**src/rtl/wcu_pkg.sv**
```systemverilog
// Shared state encoding for the salvo weapons control unit.
package wcu_pkg;

    localparam int unsigned STATE_W = 3;

    typedef enum logic [STATE_W-1:0] {
        ST_IDLE        = 3'd0,
        ST_LOCKED      = 3'd1,
        ST_FIRE        = 3'd2,
        ST_OUT_OF_AMMO = 3'd3,
        ST_COOLDOWN    = 3'd4,
        ST_RELOAD      = 3'd5
    } wcu_state_e;

endpackage

```
**src/rtl/wcu_tube_rotator.sv**
```systemverilog
// Round-robin one-hot launch tube pointer; steps once per advance strobe.
module wcu_tube_rotator #(
    parameter int unsigned NUM_TUBES = 2
) (
    input  logic                 clk,
    input  logic                 rst,
    input  logic                 advance_i,
    output logic [NUM_TUBES-1:0] tube_oh_o
);

    logic [NUM_TUBES-1:0] ptr_q, ptr_d;

    // Shift-in of the top bit makes the rotate valid for a single tube as well.
    always_comb begin
        ptr_d = ptr_q;
        if (advance_i) begin
            ptr_d = (ptr_q << 1) | NUM_TUBES'(ptr_q[NUM_TUBES-1]);
        end
    end

    always_ff @(posedge clk or negedge rst) begin
        if (!rst) begin
            ptr_q <= NUM_TUBES'(1);
        end else begin
            ptr_q <= ptr_d;
        end
    end

    assign tube_oh_o = ptr_q;

endmodule

```
**src/rtl/salvo_weapons_control_unit.sv**
```systemverilog
// Weapons control unit: salvo firing with inter-shot cooldown, magazine
// tracking and timed reload, between target tracker and launcher drivers.
module salvo_weapons_control_unit
    import wcu_pkg::*;
#(
    parameter int unsigned MAG_DEPTH    = 4,
    parameter int unsigned NUM_TUBES    = 2,
    parameter int unsigned SALVO_MAX    = 4,
    parameter int unsigned COOLDOWN_CYC = 3,
    parameter int unsigned RELOAD_CYC   = 8,
    parameter int unsigned CNT_W        = $clog2(MAG_DEPTH + 1),
    parameter int unsigned SAL_W        = $clog2(SALVO_MAX + 1)
) (
    input  logic                 clk,
    input  logic                 rst,
    input  logic                 target_locked,
    input  logic                 fire_command,
    input  logic [SAL_W-1:0]     salvo_size,
    input  logic                 reload_req,
    output logic                 launch_missile,
    output logic [NUM_TUBES-1:0] launch_tube,
    output logic [CNT_W-1:0]     remaining_missiles,
    output logic [STATE_W-1:0]   WCU_state,
    output logic                 salvo_done
);

    localparam int unsigned MAX_CYC = (COOLDOWN_CYC > RELOAD_CYC) ? COOLDOWN_CYC : RELOAD_CYC;
    localparam int unsigned CYC_W   = $clog2(MAX_CYC + 1);
    localparam int unsigned MW      = (CNT_W > SAL_W) ? CNT_W : SAL_W;

    wcu_state_e           state_q, state_d;
    logic [CYC_W-1:0]     cnt_q, cnt_d;
    logic [SAL_W-1:0]     shots_q, shots_d, shots_first;
    logic [CNT_W-1:0]     rem_q, rem_d;
    logic                 launch_q, launch_d;
    logic                 done_q, done_d;
    logic [NUM_TUBES-1:0] tube_q, tube_d, tube_ptr;
    logic                 fire_go;
    logic [MW-1:0]        req;

    wcu_tube_rotator #(
        .NUM_TUBES (NUM_TUBES)
    ) u_rotator (
        .clk       (clk),
        .rst       (rst),
        .advance_i (fire_go),
        .tube_oh_o (tube_ptr)
    );

    // Salvo length clamp: at least one shot, at most SALVO_MAX and what is left.
    always_comb begin
        req = MW'(salvo_size);
        if (req == '0) begin
            req = MW'(1);
        end
        if (req > MW'(SALVO_MAX)) begin
            req = MW'(SALVO_MAX);
        end
        if (req > MW'(rem_q)) begin
            req = MW'(rem_q);
        end
        shots_first = SAL_W'(req);
    end

    always_comb begin
        state_d  = state_q;
        cnt_d    = cnt_q;
        shots_d  = shots_q;
        rem_d    = rem_q;
        launch_d = 1'b0;
        done_d   = 1'b0;
        fire_go  = 1'b0;

        case (state_q)
            ST_IDLE: begin
                if (reload_req && (rem_q < CNT_W'(MAG_DEPTH))) begin
                    state_d = ST_RELOAD;
                    cnt_d   = CYC_W'(RELOAD_CYC);
                end else if (target_locked) begin
                    state_d = ST_LOCKED;
                end
            end
            ST_LOCKED: begin
                if (!target_locked) begin
                    state_d = ST_IDLE;
                end else if (fire_command && (rem_q != '0)) begin
                    state_d = ST_FIRE;
                    shots_d = shots_first - SAL_W'(1);
                    fire_go = 1'b1;
                end else if (reload_req && (rem_q < CNT_W'(MAG_DEPTH))) begin
                    state_d = ST_RELOAD;
                    cnt_d   = CYC_W'(RELOAD_CYC);
                end
            end
            ST_FIRE: begin
                if (shots_q != '0) begin
                    state_d = ST_COOLDOWN;
                    cnt_d   = CYC_W'(COOLDOWN_CYC);
                end else begin
                    done_d = 1'b1;
                    if (rem_q == '0) begin
                        state_d = ST_OUT_OF_AMMO;
                    end else if (target_locked) begin
                        state_d = ST_LOCKED;
                    end else begin
                        state_d = ST_IDLE;
                    end
                end
            end
            ST_COOLDOWN: begin
                if (!target_locked) begin
                    state_d = ST_IDLE;
                    done_d  = 1'b1;
                    shots_d = '0;
                    cnt_d   = '0;
                end else if (cnt_q == CYC_W'(1)) begin
                    state_d = ST_FIRE;
                    shots_d = shots_q - SAL_W'(1);
                    cnt_d   = '0;
                    fire_go = 1'b1;
                end else begin
                    cnt_d = cnt_q - CYC_W'(1);
                end
            end
            ST_OUT_OF_AMMO: begin
                if (reload_req) begin
                    state_d = ST_RELOAD;
                    cnt_d   = CYC_W'(RELOAD_CYC);
                end
            end
            ST_RELOAD: begin
                if (cnt_q == CYC_W'(1)) begin
                    state_d = ST_IDLE;
                    rem_d   = CNT_W'(MAG_DEPTH);
                    cnt_d   = '0;
                end else begin
                    cnt_d = cnt_q - CYC_W'(1);
                end
            end
            default: begin
                state_d = ST_IDLE;
            end
        endcase

        // Launch outputs are registered on the same edge that enters FIRE.
        if (fire_go) begin
            launch_d = 1'b1;
            rem_d    = rem_q - CNT_W'(1);
        end
        tube_d = fire_go ? tube_ptr : '0;
    end

    always_ff @(posedge clk or negedge rst) begin
        if (!rst) begin
            state_q  <= ST_IDLE;
            cnt_q    <= '0;
            shots_q  <= '0;
            rem_q    <= CNT_W'(MAG_DEPTH);
            launch_q <= 1'b0;
            done_q   <= 1'b0;
            tube_q   <= '0;
        end else begin
            state_q  <= state_d;
            cnt_q    <= cnt_d;
            shots_q  <= shots_d;
            rem_q    <= rem_d;
            launch_q <= launch_d;
            done_q   <= done_d;
            tube_q   <= tube_d;
        end
    end

    assign launch_missile     = launch_q;
    assign launch_tube        = tube_q;
    assign remaining_missiles = rem_q;
    assign WCU_state          = state_q;
    assign salvo_done         = done_q;

endmodule

```
**config.mk**
```make
export PLATFORM = sky130hd
export DESIGN_NAME = salvo_weapons_control_unit
export DESIGN_NICKNAME = d
export VERILOG_FILES = /design/src/rtl/wcu_pkg.sv /design/src/rtl/wcu_tube_rotator.sv /design/src/rtl/salvo_weapons_control_unit.sv
export SDC_FILE = /design/constraint.sdc
export NUM_CORES = 1
export LEC_CHECK = 0
export BUFFER_PORTS_ARGS = -buffer_cell sky130_fd_sc_hd__buf_2
export CAP_MARGIN = 20
export CORE_AREA = 3 3 53 55
export DETAILED_ROUTE_END_ITERATION = 12
export DIE_AREA = 0 0 56 58
export PLACE_DENSITY = 0.77
export SLEW_MARGIN = 5
export SYNTH_ARGS = -nofsm -noshare
export SYNTH_HDL_FRONTEND = slang
export SYNTH_SLANG_ARGS = --single-unit
```
**constraint.sdc**
```tcl
create_clock -name clk -period 3.1 [get_ports clk]
set_input_delay 0.62 -clock clk [delete_from_list [all_inputs] [get_ports clk]]
set_output_delay 0.62 -clock clk [all_outputs]
set_load 0.1 [all_outputs]
```
; After elaboration in Yosys (flattened, before gate mapping)
; Index checks and enable logic that the tools add are counted.
[totals]
register_bits = 19
inputBits = 8
[classes]
add_sub_neg = 4
order_cmp = 3
n_eq_ne = 15
mux = 42
bitwise = 1
reduce_logical = 15
[ops]
columns = op, n
row1 = two-way mux 3 bit, 20
row2 = two-way mux 4 bit, 7
row3 = case mux 4 bit (6 select lines), 1
row4 = case mux 3 bit (6 select lines), 1
row5 = "inequality test 2 bit, second input constant", 6
row6 = AND reduction 5 bit, 2
row7 = zero test 3 bit, 3
row8 = "subtractor 3 x 1 -> 3 bit, second input constant", 3
row9 = two-way mux 1 bit, 8
row10 = "equality test 3 x 2 -> 1 bit, second input constant", 2
row11 = "equality test 3 bit, second input constant", 2
row12 = "inequality test 3 bit, second input constant", 2
row13 = case mux 3 bit (2 select lines), 1
row14 = nonzero test 2 bit, 3
row15 = nonzero test 3 bit, 2
row16 = nonzero test 6 bit, 1
row17 = "equality test 4 x 1 -> 1 bit, second input constant", 1
row18 = two-way mux 2 bit, 2
row19 = "inequality test 4 bit, second input constant", 1
row20 = case mux 1 bit (2 select lines), 2
row21 = AND reduction 4 bit, 1
row22 = "subtractor 4 x 1 -> 4 bit, second input constant", 1
row23 = "equality test 3 x 1 -> 1 bit, second input constant", 1
row24 = > comparator 3 bit, 1
row25 = other kinds (5), 6

; Logic depth before layout (Yosys ltp)
[depth]
word_depth = 10
depth_mapped = 13

; Cells and area by module
; A second synthesis with hierarchy kept.
[unflattened]
cells_unflattened = 155
area_unflattened_um2 = 1376.3
[modules_own_cells]
columns = module, n_inst, cells_each, area_each_um2, seq_area_each_um2
row1 = salvo_weapons_control_unit, 1, 151, 1302.5, 426.7
row2 = wcu_tube_rotator, 1, 4, 73.8, 51.3

; Worst setup path after synthesis
; Ideal clock, no wire load.
[synth_timing]
path_type = flip-flop to flip-flop
start = register rem_q[1] (netlist: remaining_missiles[1])
end = register shots_q[1]
arrival_ps = 3055
t_required_ps = 2978
slack_ps = -76
path_stages_with_launch = 12
n_path_buf = 0
synth_period_minus_slack_ps = 3176
path_cell_list = dfrtp_1 inv_1 ha_1 nor2b_1 o21a_1 o21ai_0 mux2_2 ha_1 o22ai_1 nor2_1 a21oi_1 a32o_1
[synth_via]
elab_chain_len = 6
[synth_rtl]
columns = element, line
row1 = "start, declared", salvo_weapons_control_unit.sv:34  ; logic [CNT_W-1:0] rem_q, rem_d;
row2 = "start signal, assigned", salvo_weapons_control_unit.sv:158  ; rem_q <= CNT_W'(MAG_DEPTH);
row3 = "start signal, assigned", salvo_weapons_control_unit.sv:166  ; rem_q <= rem_d;
row4 = > comparator 3 bit, salvo_weapons_control_unit.sv:59  ; if (req > MW'(rem_q)) begin
row5 = two-way mux 3 bit, salvo_weapons_control_unit.sv:59
row6 = subtractor 3 x 1 -> 3 bit, salvo_weapons_control_unit.sv:88  ; shots_d = shots_first - SAL_W'(1);
row7 = two-way mux 3 bit, salvo_weapons_control_unit.sv:86  ; end else if (fire_command && (rem_q != '0)) begin
row8 = two-way mux 3 bit, salvo_weapons_control_unit.sv:84  ; if (!target_locked) begin
row9 = case mux 3 bit (2 select lines), salvo_weapons_control_unit.sv:74  ; case (state_q)
row10 = "end signal, assigned", salvo_weapons_control_unit.sv:165  ; shots_q <= shots_d;
row11 = "end, declared", salvo_weapons_control_unit.sv:33  ; logic [SAL_W-1:0] shots_q, shots_d, shots_first;
; Parallel ways exist; a longest one is shown, timed or not. The select of a mux whose other input is x is not followed.
; A chain may end at the register's enable or synchronous reset.

; Final worst setup path
[layout_timing]
start = input salvo_size[2]
end = register shots_q[1]
[layout_via]
elab_chain_len = 10
[layout_rtl]
columns = element, line
row1 = "start, declared", salvo_weapons_control_unit.sv:18  ; input logic [SAL_W-1:0] salvo_size,
row2 = zero test 3 bit, salvo_weapons_control_unit.sv:53  ; if (req == '0) begin
row3 = two-way mux 3 bit *, salvo_weapons_control_unit.sv:53
row4 = > comparator 3 bit, salvo_weapons_control_unit.sv:56  ; if (req > MW'(SALVO_MAX)) begin
row5 = two-way mux 3 bit *, salvo_weapons_control_unit.sv:56
row6 = > comparator 3 bit, salvo_weapons_control_unit.sv:59
row7 = two-way mux 3 bit *, salvo_weapons_control_unit.sv:59
row8 = subtractor 3 x 1 -> 3 bit *, salvo_weapons_control_unit.sv:88
row9 = two-way mux 3 bit *, salvo_weapons_control_unit.sv:86
row10 = two-way mux 3 bit *, salvo_weapons_control_unit.sv:84
row11 = case mux 3 bit (2 select lines) *, salvo_weapons_control_unit.sv:74
; Mark *: on every way between the ends. The rest lies on a longest branch, timed or not. The select of a mux whose other input is x is not followed.

==> impl_metrics.ini <==
[detailed_routing]
route.final.wire_length_um = 2820
drtPass1Iterations = 4
post_drt_wl_per_cell_um = 14.3
via_per_inst = 5.84
routed-via-count = 1156
met2WireLength_um = 1350
drt_first_iter_violations = 41
met3_length_um = 154
postRouteAntennaNets = 0
top_layer_in_use = met4
drc = 0
detail_route.wirelength.met1_um = 1280

[synthesis]
synth_area_mm2 = 0.00134
share_of_async_settable_or_async_resettable_flops_after_synthesis_pct = 100
syn-num-nets = 171
synthDominantAreaCellType = dfrtp_1
synthDominantCellAreaShare_pct = 31.8
synthesis.instances = 153
number_of_enable_flip_flop_cells_after_synthesis = 0
synthesis_stage_register_bit_count = 19
synth_top_flop_cell = dfrtp_1
top_area_cells_in_the_synthesized_netlist = dfrtp_1 32%, ha_1 9.4%, o21ai_0 6.4%
synth-seq-area-share_pct = 35.7
avgSynthCellArea_um2 = 8.74
synth_cell_types = 43
yosysWarningCount = 0

[clock_tree]
clk_root_buffer_cell = clkbuf_4
ctsResizeCount = 0
numClockSinks = 19
tritoncts = yes
clock_latency_ns = 0.31
clk_pin_slew_ns = 0.12
numCtsBuffers = 3
post_cts.repair.setup_buffers = 0
cts_hold_buf = 0
ctsLongestPathBuffers = 2
htree_levels = 1

[worst_setup_path]
cp_data_arrival_time_ns = 2.95
worst_setup_path_start_kind = input port
critical_path_max_stage_delay_ns = 0.39
timing.critical_path.fanout_max = 5
critPathSlowestCell = mux2_2
timing.critical_path.to_type = register
worstPathCellList = buf_2 -> nor2b_1 -> ha_1 -> nor2b_1 -> o21a_1 -> o21ai_0 -> mux2_2 -> ha_1 -> o22ai_1 -> nor2_1 -> a21oi_1 -> a32o_1
crit_family = compound AO/OA/AOI/OAI gates
cp.required_ns = 3.32
buffers_and_inverters_on_the_worst_path = 1
criticalPathCategory = input port to register

[timing]
max_clock_freq_mhz = 366
layout_worst_path_cycle_share_pct = 88.1
skew_ns = 0.00494
rsz0062_at_grt = no
setup_viol = 0
fin_tns_setup_ns = 0
maxSlewHeadroom_pct = 67.2
worst_pin_slew_ns = 0.492
min_period_ns = 2.73
slew_violations = 0
hold_viol_final = 0

[cells_and_area]
area_growth_syn_to_layout_pct = 8.05
diodes = 0
fillers = 205
fraction_of_layout_instances_using_a_drive_strength_above_1_pct = 20.2
stdcell_count = 198
post-route-cell-area_mm2 = 0.00145
nets = 187

[grt]
first_global_vias = 1096
pin_count_of_the_biggest_net_entering_global_routing = 20
grt_pass1_wl_um = 4830
antenna_found_initial = 0
overflow = 0
groute.usage.overall_pct = 18.7

[floorplan]
die_y_um = 58
rows = 18
dieArea_mm2 = 0.00325
initial_util_pct = 55.0
ioPinCount = 18
fp.dieW_um = 56
floorplan.core_area_mm2 = 0.00243

[outcome]
status = finished clean

[job]
maxCapViolCount = 0

[pwr]
static-leakage-power_nw = 0.713
power.density_cell_area_mw_per_mm2 = 1110
power.ir.vdd_worst_mv = 1.09

[placed_design]
port-buffer-count = 17
detailed_place.area_mm2 = 0.00142
place.gp.congestion = 0.853
place_hpwl_um = 2090
place_inst = 194

[min_path]
min_path_type = input port to asynchronous set/reset pin
-- per-layer routing --
metal / track usage (%) / vias to the layer above
li1: - / 575
met4: 8.14 / 0
met2: 32.4 / 35
met5: 0 / -
met1: 22.4 / 541
met3: 4.01 / 5
-- flip-flops by register name (all words and copies together), names as in the netlist --
| name | cells |
|---|---|
| remaining_missiles | 3 |
| u_rotator.tube_oh_o | 2 |
| WCU_state | 3 |
| shots_q | 3 |
| launch_tube | 2 |
| salvo_done | 1 |
| cnt_q | 4 |
| launch_missile | 1 |
-- power breakdown --
group	total, mW	switching (mW)	internal, mW
clock	0.136	0.0879	0.0483
combinational	1.02	0.696	0.324
sequential	0.447	0.112	0.335
total	1.60	0.896	0.707
-- cells in the final DEF, fill, tap and decap left out, types with 3 or more instances in the layout --
cell,n
nor2_1,10
a31oi_1,3
nand2_1,13
nand2b_1,4
nand3_1,6
a21oi_1,9
ha_1,10
nor3_1,4
inv_1,9
clkbuf_4,3
nor2b_1,6
o21ai_0,17
dfrtp_1,16
a21o_1,3
buf_2,17
o21ai_1,3
-- cell type report --
class                      count  area, µm²  area share (%)
clock buffer                   3       22.5            1.56
clock inverter                 1       5.00           0.346
inverter                      10       42.5            2.94
multi-input combinational    118        773            53.5
sequential                    19        479            33.2
tap                           30       37.5            2.60
timing repair buffer          17       85.1            5.89
-- stage by stage --
stage               power (mW)  util (%)  setup WS [ns]  hold WS [ns]
global placement          1.42      58.3          0.198         0.465
CTS                       1.60      59.4          0.379         0.244
detailed placement        1.46      58.3         0.0472         0.466
global route              1.73      59.4          0.211         0.246
floorplan                 1.30         -          0.220         0.324
finish                    1.60      59.4          0.369         0.228
-- cell families after synthesis --
kind of cell	Yosys count	synth area share [%]
multiplexers	2	1.68
flip-flops	19	35.7
XOR/XNOR	2	1.31
AO/OA/AOI/OAI	49	22.7
AND/OR/NAND/NOR	55	22.7
buffers and inverters	16	6.45
adder cells (fa/ha/maj)	10	9.35
-- cell usage after synthesis (2+ instances only) --
cell type,n
dfrtp_1,17
o21ai_0,17
nand2_1,13
ha_1,10
nor2_1,10
a21oi_1,9
inv_1,9
nand3_1,6
nor2b_1,6
nand2b_1,4
nor3_1,4
a21o_1,3
a31oi_1,3
o21ai_1,3
a221oi_1,2
and2_4,2
and3_1,2
buf_2,2
buf_6,2
dfstp_2,2
mux2_2,2
nor3b_1,2
o22ai_1,2
or2_2,2
-- path summary, 6_finish.rpt --
| kind | from | slack (ns) | cells after the start | end |
|---|---|---|---|---|
| min in group clk | u_rotator.tube_oh_o[1] | 0.49 | 1 | u_rotator.tube_oh_o[1] |
| worst min-delay path | rst | 0.23 | 1 | shots_q[2] |
| max in group asynchronous | rst | 2.53 | 1 | u_rotator.tube_oh_o[0] |
| worst max-delay path | salvo_size[2] | 0.37 | 12 | shots_q[1] |
| worst min register to register | u_rotator.tube_oh_o[1] | 0.49 | 1 | u_rotator.tube_oh_o[1] |
| worst max register to register | remaining_missiles[2] | 0.42 | 10 | shots_q[1] |
(Power assumes the default switching activity.)
